===== src/rtl/pc_sequencer.sv =====
// rtl/pc_sequencer.sv - program counter owner and single-outstanding instruction fetch sequencer
//
// Ports:
//   clk, rst                      clock and synchronous active-high reset
//   imemReqValid/Addr/Ready       fetch request to instruction memory (addr == pc)
//   imemRespValid/Data            fetch response, at most one outstanding
//   instValid/Data/Pc, instReady  one-entry decode buffer toward decode
//   jump, jumpReg, assertBranch   redirect requests from execute
//   branchPc, rs1Val, signExtImm  redirect target operands
//   halt                          stop issuing fetches
//   misalignedTrap, trapAddr      sticky misaligned-target trap and its target
module pc_sequencer #(
  parameter logic [31:0] RESET_VECTOR = 32'h0000_0000
) (
  input  logic        clk,
  input  logic        rst,
  output logic        imemReqValid,
  output logic [31:0] imemReqAddr,
  input  logic        imemReqReady,
  input  logic        imemRespValid,
  input  logic [31:0] imemRespData,
  output logic        instValid,
  output logic [31:0] instData,
  output logic [31:0] instPc,
  input  logic        instReady,
  input  logic        jump,
  input  logic        jumpReg,
  input  logic        assertBranch,
  input  logic [31:0] branchPc,
  input  logic [31:0] rs1Val,
  input  logic [31:0] signExtImm,
  input  logic        halt,
  output logic        misalignedTrap,
  output logic [31:0] trapAddr
);

  // ST_DROP means a request is still in flight but its response belongs to
  // a path that has since been redirected away from.
  typedef enum logic [1:0] {ST_REQ, ST_WAIT, ST_DROP, ST_HALTED} state_t;

  state_t      state;
  logic [31:0] pc;
  logic        redirect;
  logic        misaligned;
  logic        reqFire;
  logic [31:0] target;

  always_comb begin
    redirect = jump | assertBranch;
    if (jump & jumpReg) begin
      target = (rs1Val + signExtImm) & ~32'h1;
    end else begin
      target = branchPc + signExtImm;
    end
    misaligned = (target[1:0] != 2'b00);
  end

  // A request only goes out when the decode buffer will have room for its
  // response, so WAIT never has to stall on a full buffer.
  assign imemReqValid = (state == ST_REQ) & ~halt & (~instValid | instReady);
  assign imemReqAddr  = pc;
  assign reqFire      = imemReqValid & imemReqReady;

  always_ff @(posedge clk) begin
    if (rst) begin
      state          <= ST_REQ;
      pc             <= RESET_VECTOR;
      instValid      <= 1'b0;
      instData       <= 32'h0;
      instPc         <= 32'h0;
      misalignedTrap <= 1'b0;
      trapAddr       <= 32'h0;
    end else if (state != ST_HALTED) begin
      if (instReady) begin
        instValid <= 1'b0;
      end
      if (redirect) begin
        instValid <= 1'b0;
        if (misaligned) begin
          misalignedTrap <= 1'b1;
          trapAddr       <= target;
          state          <= ST_HALTED;
        end else begin
          pc <= target;
          // Any request still outstanding after this edge is stale.
          if (state == ST_REQ) begin
            state <= reqFire ? ST_DROP : ST_REQ;
          end else begin
            state <= imemRespValid ? ST_REQ : ST_DROP;
          end
        end
      end else begin
        case (state)
          ST_REQ: begin
            if (reqFire) begin
              state <= ST_WAIT;
            end else if (halt) begin
              state <= ST_HALTED;
            end
          end
          ST_WAIT: begin
            if (imemRespValid) begin
              instData  <= imemRespData;
              instPc    <= pc;
              instValid <= 1'b1;
              pc        <= pc + 32'd4;
              state     <= ST_REQ;
            end
          end
          ST_DROP: begin
            if (imemRespValid) begin
              state <= ST_REQ;
            end
          end
          default: begin
            state <= state;
          end
        endcase
      end
    end
  end

endmodule


===== config.mk =====
export PLATFORM = sky130hd
export DESIGN_NAME = pc_sequencer
export DESIGN_NICKNAME = d
export VERILOG_FILES = /design/src/rtl/pc_sequencer.sv
export SDC_FILE = /design/constraint.sdc
export NUM_CORES = 1
export LEC_CHECK = 0
export BUFFER_PORTS_ARGS = -buffer_cell sky130_fd_sc_hd__buf_2
export CORE_MARGIN = 1
export CORE_UTILIZATION = 48
export DETAILED_ROUTE_END_ITERATION = 8
export GPL_TIMING_DRIVEN = 0
export PLACE_DENSITY = 0.76
export SLEW_MARGIN = 20
export SYNTH_ARGS = -nofsm -noshare
export SYNTH_HDL_FRONTEND = slang
export SYNTH_SLANG_ARGS = --single-unit
export TNS_END_PERCENT = 5

===== constraint.sdc =====
create_clock -name clk -period 3.8 [get_ports clk]
set_input_delay 0.38 -clock clk [delete_from_list [all_inputs] [get_ports clk]]
set_output_delay 0.38 -clock clk [all_outputs]
set_load 0.01 [all_outputs]

==> flow_metrics.env, run 1 <==
export IMPL_synth_edf_count=0
export IMPL_final_hold_viol_count=0
export IMPL_nFillCells=1739
export IMPL_post_route_period_util_pct=83.20
export IMPL_core_um2=18270
export IMPL_nets=1713
export IMPL_die_h_um=139.7
export IMPL_syn_nets=1427
export IMPL_crit_buf_inv=3
export IMPL_drc=0
export IMPL_yosysSeqAreaShare_pct=29.04
export IMPL_syn_inst=1222
export IMPL_die_area_um2=19510
export IMPL_async_flop_share_pct=0
export IMPL_worstSetupStartpointType="input pin"
export IMPL_powerDensity_nw_per_um2=421.2
export IMPL_cts_buffers=17
export IMPL_drive_gt1_share_pct=23.21
export IMPL_antenna_found_initial=1
export IMPL_fin_skew_ns=0.01066
export IMPL_grt_pass1_vias=9430
export IMPL_grt_setup_unrepaired="no"
export IMPL_start_util_pct=49.81
export IMPL_setup_ws_ns=0.6382
export IMPL_cts_resized=0
export IMPL_syn_mean_instance_area_um2=7.447
export IMPL_cts_sinks=132
export IMPL_cp_cell_sequence="buf_2 > ha_1 > fa_1 > nor2_1 > o21a_1 > a21oi_1 > nor2_2 > clkbuf_1 > clkbuf_1 > o21ai_0 > a21oi_1"
export IMPL_yosys_register_bits=132
export IMPL_final_common_cell="buf_2"
export IMPL_worstSkewPairLatency_ns=0.42
export IMPL_fmax_mhz=316.3
export IMPL_grt_usage_pct=31.21
export IMPL_arrival_ns=3.49
export IMPL_antenna_left=0
export IMPL_pin_count=268
export IMPL_fin_crit_ns=3.162
export IMPL_critical_path_slowest_cell="clkbuf_1"
export IMPL_p_leak_nw=5.052
export IMPL_max_cap_violations=0
export IMPL_peakVddDrop_mv=0.3500
export IMPL_multi_input_area_um2=6073
export IMPL_hpwlAfterDp_mm=24.47
export IMPL_criticalPathCategory="in2reg"
export IMPL_numPortBuffers=267
export IMPL_clk_path_buf_depth=2
export IMPL_dpl_worst_slack_ns=0.3511
export IMPL_grt_pass1_wl_mm=48.61
export IMPL_slowest_delay_ns=0.51
export IMPL_ys_warnings_count=0
export IMPL_setup_viol=0
export IMPL_worst_slew_pin_slew_ns=0.7554
export IMPL_status="finished clean"
export IMPL_ys_types=82
export IMPL_final_cell_mix="buf_2 (278), nand2_1 (213), a21oi_1 (170), dfxtp_1 (132), nor2_1 (95)"
export IMPL_cp_max_fo=10
export IMPL_hold_class="in2reg"
export IMPL_cts_tree="done"
export IMPL_postCtsSetupBuffers=0
export IMPL_regArea_um2=2643
export IMPL_drt_iter0_markers=755
export IMPL_gp_congestion=0.9250
export IMPL_crit_path_end_kind="flip-flop"
export IMPL_grt_overflow=0
export IMPL_path_clk_slew_ns=0.06
export IMPL_critPathTopFamily="buffers and inverters"
export IMPL_fp_dieW_um=139.7
export IMPL_h_tree_depth=4
export IMPL_synthesis_area_um2=9100
export IMPL_ctsHoldBuffers=0
export IMPL_num_rows=49
export IMPL_vias=10212
export IMPL_viasPerCell=5.832
export IMPL_relSlewSlack_pct=49.46
export IMPL_drt_pass1_iter_count=8
export IMPL_slew_viol_final=0
export IMPL_wirelength_mm=30.95
export IMPL_root_buffer="clkbuf_16"
export IMPL_final_setup_tns_ns=0
export IMPL_wl_per_cell_um=17.68
export IMPL_cp_required_ns=4.13
export IMPL_grt_max_degree=17
export IMPL_areaGrowthSynthToFinish_pct=24.94
export IMPL_synthFlopType="dfxtp_1"
==> per-stage QoR <==
step | total power, W | hold slack (ns) | util (%) | std cells | cell area, um^2
2_1_floorplan | 0.002507 | 0.4805 | - | 1222 | 9100
3_3_place_gp | 0.002988 | 0.4381 | 58.69 | 1718 | 10720
3_5_place_dp | 0.002999 | 0.4445 | 58.69 | 1718 | 10720
4_1_cts | 0.004776 | 0.1825 | 62.22 | 1750 | 11370
5_1_grt | 0.005008 | 0.1971 | 62.23 | 1751 | 11370
6_report | 0.004789 | 0.2000 | 62.23 | 1751 | 11370
==> metal layers <==
layer / wire length, um / track usage [%] / vias up / share of wire, %
met1: 13180 / 39.46 / 4656 / 43
met2: 14430 / 52.79 / 512 / 47
met3: 2624 / 6.228 / 64 / 8.5
li1: - / - / 4980 / -
met5: 0 / 0 / - / 0
met4: 719 / 10.53 / 0 / 2.3
==> path summary, 6_finish.rpt <==
| kind | start | end | slack (ns) | cells past startpoint |
|---|---|---|---|---|
| worst max-delay path | branchPc[0] | imemReqAddr[13] | 0.64 | 11 |
| worst min-delay path | imemRespData[7] | instData[7] | 0.20 | 3 |
| worst max register to register | imemReqAddr[9] | imemReqAddr[31] | 0.83 | 11 |
| worst min register to register | instPc[10] | instPc[10] | 0.45 | 2 |
==> flip-flops by register name, indices dropped and copies added (netlist names) <==
register,count
imemReqAddr,32
instData,32
instPc,32
trapAddr,32
state,2
instValid,1
misalignedTrap,1
==> report_power, final <==
part | total (W) | switching (W) | internal, W
combinational | 0.00141 | 0.000860 | 0.000550
clock | 0.00178 | 0.000630 | 0.00115
sequential | 0.00160 | 0.000105 | 0.00149
total | 0.00479 | 0.00159 | 0.00319
==> cells by family after synthesis <==
logic type      share of synthesized area, %
simple gates                           22.43
buf+inv                                4.221
mux                                   0.6600
fa+ha+maj                              9.515
flops                                  29.04
xor+xnor                               5.197
compound gates                         28.94
==> Yosys cell counts (4+ instances only) <==
library cell	number	area (um^2)
nand2b_1	7	43.79
mux2i_1	6	60.06
nand3_1	33	165.2
xnor2_1	38	332.8
o22ai_1	4	25.02
dfxtp_1	132	2643
nand4_1	13	81.33
buf_4	5	37.54
a2111oi_0	4	35.03
nor3_1	25	125.1
a221oi_1	4	35.03
buf_1	4	15.01
a21o_1	37	277.8
a211o_1	6	52.55
ha_1	66	825.8
o21bai_1	9	67.56
buf_2	11	55.05
a211oi_1	20	150.1
and4_1	4	35.03
nor2_1	95	356.6
o21ai_0	81	405.4
o31ai_1	5	37.54
nor4_1	6	37.54
a21oi_1	170	850.8
xor2_1	16	140.1
nand2_1	213	799.5
clkbuf_1	50	187.7
nor2b_1	6	37.54
a22oi_1	4	30.03
or2_2	5	31.28
and3_1	16	100.1
o211ai_1	7	52.55
nand3b_1	4	30.03
o21a_1	7	52.55
o21ai_1	4	20.02
inv_1	18	67.56
a31oi_1	16	100.1
==> worst reg2reg max path, cell delays in order (launching register included) <==
cell	delay (ns)
dfxtp_1	0.35
buf_2	0.24
nand4_1	0.19
nor4_1	0.65
nand2_1	0.26
nor2_2	0.21
nand4_1	0.22
o21ai_0	0.24
nand3_1	0.09
o211ai_1	0.13
o41ai_1	0.11
a41o_1	0.21
==> area by class of cell <==
type,count,share of cell area (%)
plain buffers,73,2.784
flip-flops and latches,132,23.24
clock inverters,11,1.530
clock buffers,21,4.138
inverters,18,0.5943
repair buffers,267,11.75
well taps,229,2.520
diodes,1,0.02201
multi-input cells,999,53.42
(Power assumes the default switching activity.)
==> inputs of run 2 (changes only) <==
--- a/config.mk
+++ b/config.mk
@@ -5,12 +5,13 @@
 export SDC_FILE = /design/constraint.sdc
 export NUM_CORES = 1
 export LEC_CHECK = 0
+export ABC_AREA = 1
 export BUFFER_PORTS_ARGS = -buffer_cell sky130_fd_sc_hd__buf_2
 export CORE_MARGIN = 1
 export CORE_UTILIZATION = 48
 export DETAILED_ROUTE_END_ITERATION = 8
 export GPL_TIMING_DRIVEN = 0
-export PLACE_DENSITY = 0.76
+export PLACE_DENSITY = 0.74
 export SLEW_MARGIN = 20
 export SYNTH_ARGS = -nofsm -noshare
 export SYNTH_HDL_FRONTEND = slang
==> constraint.sdc (replaced) <==
create_clock -name clk -period 3.2 [get_ports clk]
set_input_delay 0.32 -clock clk [delete_from_list [all_inputs] [get_ports clk]]
set_output_delay 0.32 -clock clk [all_outputs]
set_load 0.01 [all_outputs]
==> run 2 against run 1 <==
Via count grew 23%. Setup slack improved by 0.22 ns. Core utilization shrank 2.1 points. Die area rose by 16%. Combinational power is 35% higher. Global-route usage rose by 3.4 points. Sequential power increased by 24%. Critical path type is now reg2reg. Area after synthesis rose by 16%. Routed wire length rose by 27%. Clock power rose by 7%. Largest power group is now registers. Sequential share of layout area shrank 2.7 points. Critical endpoint is now imemReqAddr[18]. Final cell count increased by 35%.
==> flow_metrics.env, run 2 <==
export IMPL_ys_warnings_count=0
export IMPL_netlist_top_cells_count="nand2_1 (484), inv_1 (263), nor2_1 (220)"
export IMPL_drive_gt1_share_pct=16.71
export IMPL_numPortBuffers=267
export IMPL_wl_met2_mm=16.84
export IMPL_crit_path_end_kind="flip-flop"
export IMPL_arrival_ns=2.70
export IMPL_finalPower_w=0.005790
export IMPL_wirelength_mm=39.40
export IMPL_postCtsSetupBuffers=0
export IMPL_fin_crit_ns=2.346
export IMPL_drt_pass1_iter_count=6
export IMPL_syn_mean_instance_area_um2=5.938
export IMPL_vias=12538
export IMPL_worstSkewPairLatency_ns=0.43
export IMPL_num_rows=53
export IMPL_hpwlAfterDp_mm=32.88
export IMPL_yosys_register_bits=132
export IMPL_grt_setup_unrepaired="no"
export IMPL_synthFlopType="dfxtp_1"
export IMPL_drt_iter0_markers=938
export IMPL_num_antenna_cells=0
export IMPL_nFillCells=2168
export IMPL_cts_sinks=132
export IMPL_grt_overflow=0
export IMPL_h_tree_depth=4
export IMPL_path_clk_slew_ns=0.07
export IMPL_ys_types=48
export IMPL_clk_path_buf_depth=2
export IMPL_pwr_share_comb_pct=32.8
export IMPL_wl_met3_mm=3.730
export IMPL_root_buffer="clkbuf_16"
export IMPL_die_area_um2=22670
export IMPL_areaGrowthSynthToFinish_pct=21.31
export IMPL_final_cell_mix="nand2_1 (484), buf_2 (278), inv_1 (263), nor2_1 (220), nand3_1 (146)"
export IMPL_cts_tree="done"
export IMPL_gp_congestion=0.9764
export IMPL_peakVddDrop_mv=0.4144
export IMPL_powerDensity_nw_per_um2=450.6
export IMPL_cp_max_fo=8
export IMPL_dpl_worst_slack_ns=0.6037
export IMPL_swShare_pct=39.26
export IMPL_max_cap_violations=0
export IMPL_grt_usage_pct=34.56
export IMPL_p_seq_share_pct=34.2
export IMPL_setup_ws_ns=0.8542
export IMPL_yosysMostFrequentCell="nand2_1"
export IMPL_cts_resized=0
export IMPL_wl_met1_mm=17.93
export IMPL_synthesis_area_um2=10590
export IMPL_pin_count=268
export IMPL_fin_skew_ns=0.009574
export IMPL_async_flop_share_pct=0
export IMPL_p_sw_w=0.002273
export IMPL_pwr_share_clk_pct=33.1
export IMPL_cp_required_ns=3.56
export IMPL_p_leak_nw=7.028
export IMPL_post_route_period_util_pct=73.30
export IMPL_nets=2275
export IMPL_fp_dieW_um=150.6
export IMPL_synth_edf_count=0
export IMPL_synth_top_area_cell="dfxtp_1"
export IMPL_worst_slew_pin_slew_ns=0.7759
export IMPL_grt_max_degree=17
export IMPL_cts_buffers=17
export IMPL_ctsHoldBuffers=0
export IMPL_grt_pass1_vias=11094
export IMPL_die_h_um=150.6
export IMPL_top_layer_used="met4"
export IMPL_syn_inst=1784
export IMPL_final_common_cell="nand2_1"
export IMPL_viasPerCell=5.317
export IMPL_relSlewSlack_pct=48.27
export IMPL_slew_viol_final=0
export IMPL_hold_class="in2reg"
export IMPL_criticalPathCategory="reg2reg"
export IMPL_setup_viol=0
export IMPL_final_setup_tns_ns=0
export IMPL_ys_top_cells_by_area="dfxtp_1 (25%), nand2_1 (17%), inv_1 (9.3%), ha_1 (7.8%), nor2_1 (7.8%)"
export IMPL_grt_pass1_wl_mm=59.77
export IMPL_wl_per_cell_um=16.71
export IMPL_synth_top_area_share_pct=24.95
export IMPL_antenna_found_initial=0
export IMPL_start_util_pct=49.61
export IMPL_fmax_mhz=426.3
export IMPL_antenna_left=0
export IMPL_core_um2=21350
export IMPL_worstSetupStartpointType="flip-flop"
export IMPL_drc=0
export IMPL_status="finished clean"
export IMPL_yosysSeqAreaShare_pct=24.95
export IMPL_internal_power_w=0.003516
export IMPL_syn_nets=1989
export IMPL_final_hold_viol_count=0
run 2: cell types whose count changed after synthesis, moves of 39 or more:
cell     delta
inv_1     +245
nand2_1   +271
nor2_1    +125
a21oi_1    -43
nand3_1   +113
o21ai_0    +39
run 2: area by class of cell:
| cell class | instances | area [um^2] | share of cell area, % |
|---|---|---|---|
| repair buffers | 267 | 1336 | 10.40 |
| clock inverters | 14 | 137.6 | 1.071 |
| plain buffers | 49 | 216.5 | 1.685 |
| multi-input cells | 1334 | 6724 | 52.33 |
| inverters | 269 | 1010 | 7.858 |
| clock buffers | 18 | 439.2 | 3.418 |
| flip-flops and latches | 132 | 2643 | 20.56 |
| well taps | 275 | 344.1 | 2.678 |
run 2: cells by family (layout without fill, tap and decap cells):
group | count (synthesis) | after routing | share of synthesized area (%)
simple gates | 934 | 934 | 37.36
buf+inv | 318 | 617 | 11.58
compound gates | 305 | 305 | 15.65
flops | 132 | 132 | 24.95
fa+ha+maj | 68 | 68 | 8.174
xor+xnor | 22 | 22 | 1.819
mux | 5 | 5 | 0.4725
run 2: metal layers:
metal,vias up,track usage [%]
li1,6324,-
met1,5607,47.51
met2,547,53.69
met3,60,8.030
met4,0,9.242
met5,-,0
run 2: power by group through the flow:
| stage | clock network [W] | registers, W | logic, W |
|---|---|---|---|
| 6_report | 0.00191 | 0.00198 | 0.00190 |
| 5_1_grt | 0.00198 | 0.00199 | 0.00211 |
| 4_1_cts | 0.00191 | 0.00197 | 0.00187 |
| 3_5_place_dp | 0 | 0.00201 | 0.00186 |
| 3_3_place_gp | 0 | 0.00200 | 0.00184 |
| 2_1_floorplan | 0 | 0.00202 | 0.00114 |
run 2: worst paths after layout:
kind	from	to	slack (ns)	cells after the start
min reg2reg	trapAddr[0]	trapAddr[0]	0.47	2
max	imemReqAddr[2]	imemReqAddr[18]	0.85	9
max reg2reg	imemReqAddr[2]	imemReqAddr[18]	0.85	9
min	imemRespData[23]	instData[23]	0.14	3
run 2: stage by stage:
step	instances	utilization, %	area [um^2]	hold WS, ns
global placement	2326	57.48	12270	0.4544
detailed placement	2326	57.48	12270	0.4551
global route	2358	60.18	12850	0.1488
floorplan	1784	-	10590	0.4852
CTS	2358	60.18	12850	0.1456
finish	2358	60.18	12850	0.1376
run 2: critical path: stages (launching register included):
cell and delay (ns):
dfxtp_1 0.58, ha_1 0.29, nand2_1 0.08, nor2_1 0.32
nand2_1 0.26, nor2_1 0.18, xor2_1 0.20, o21ai_1 0.09
o21bai_1 0.16, a21oi_1 0.13
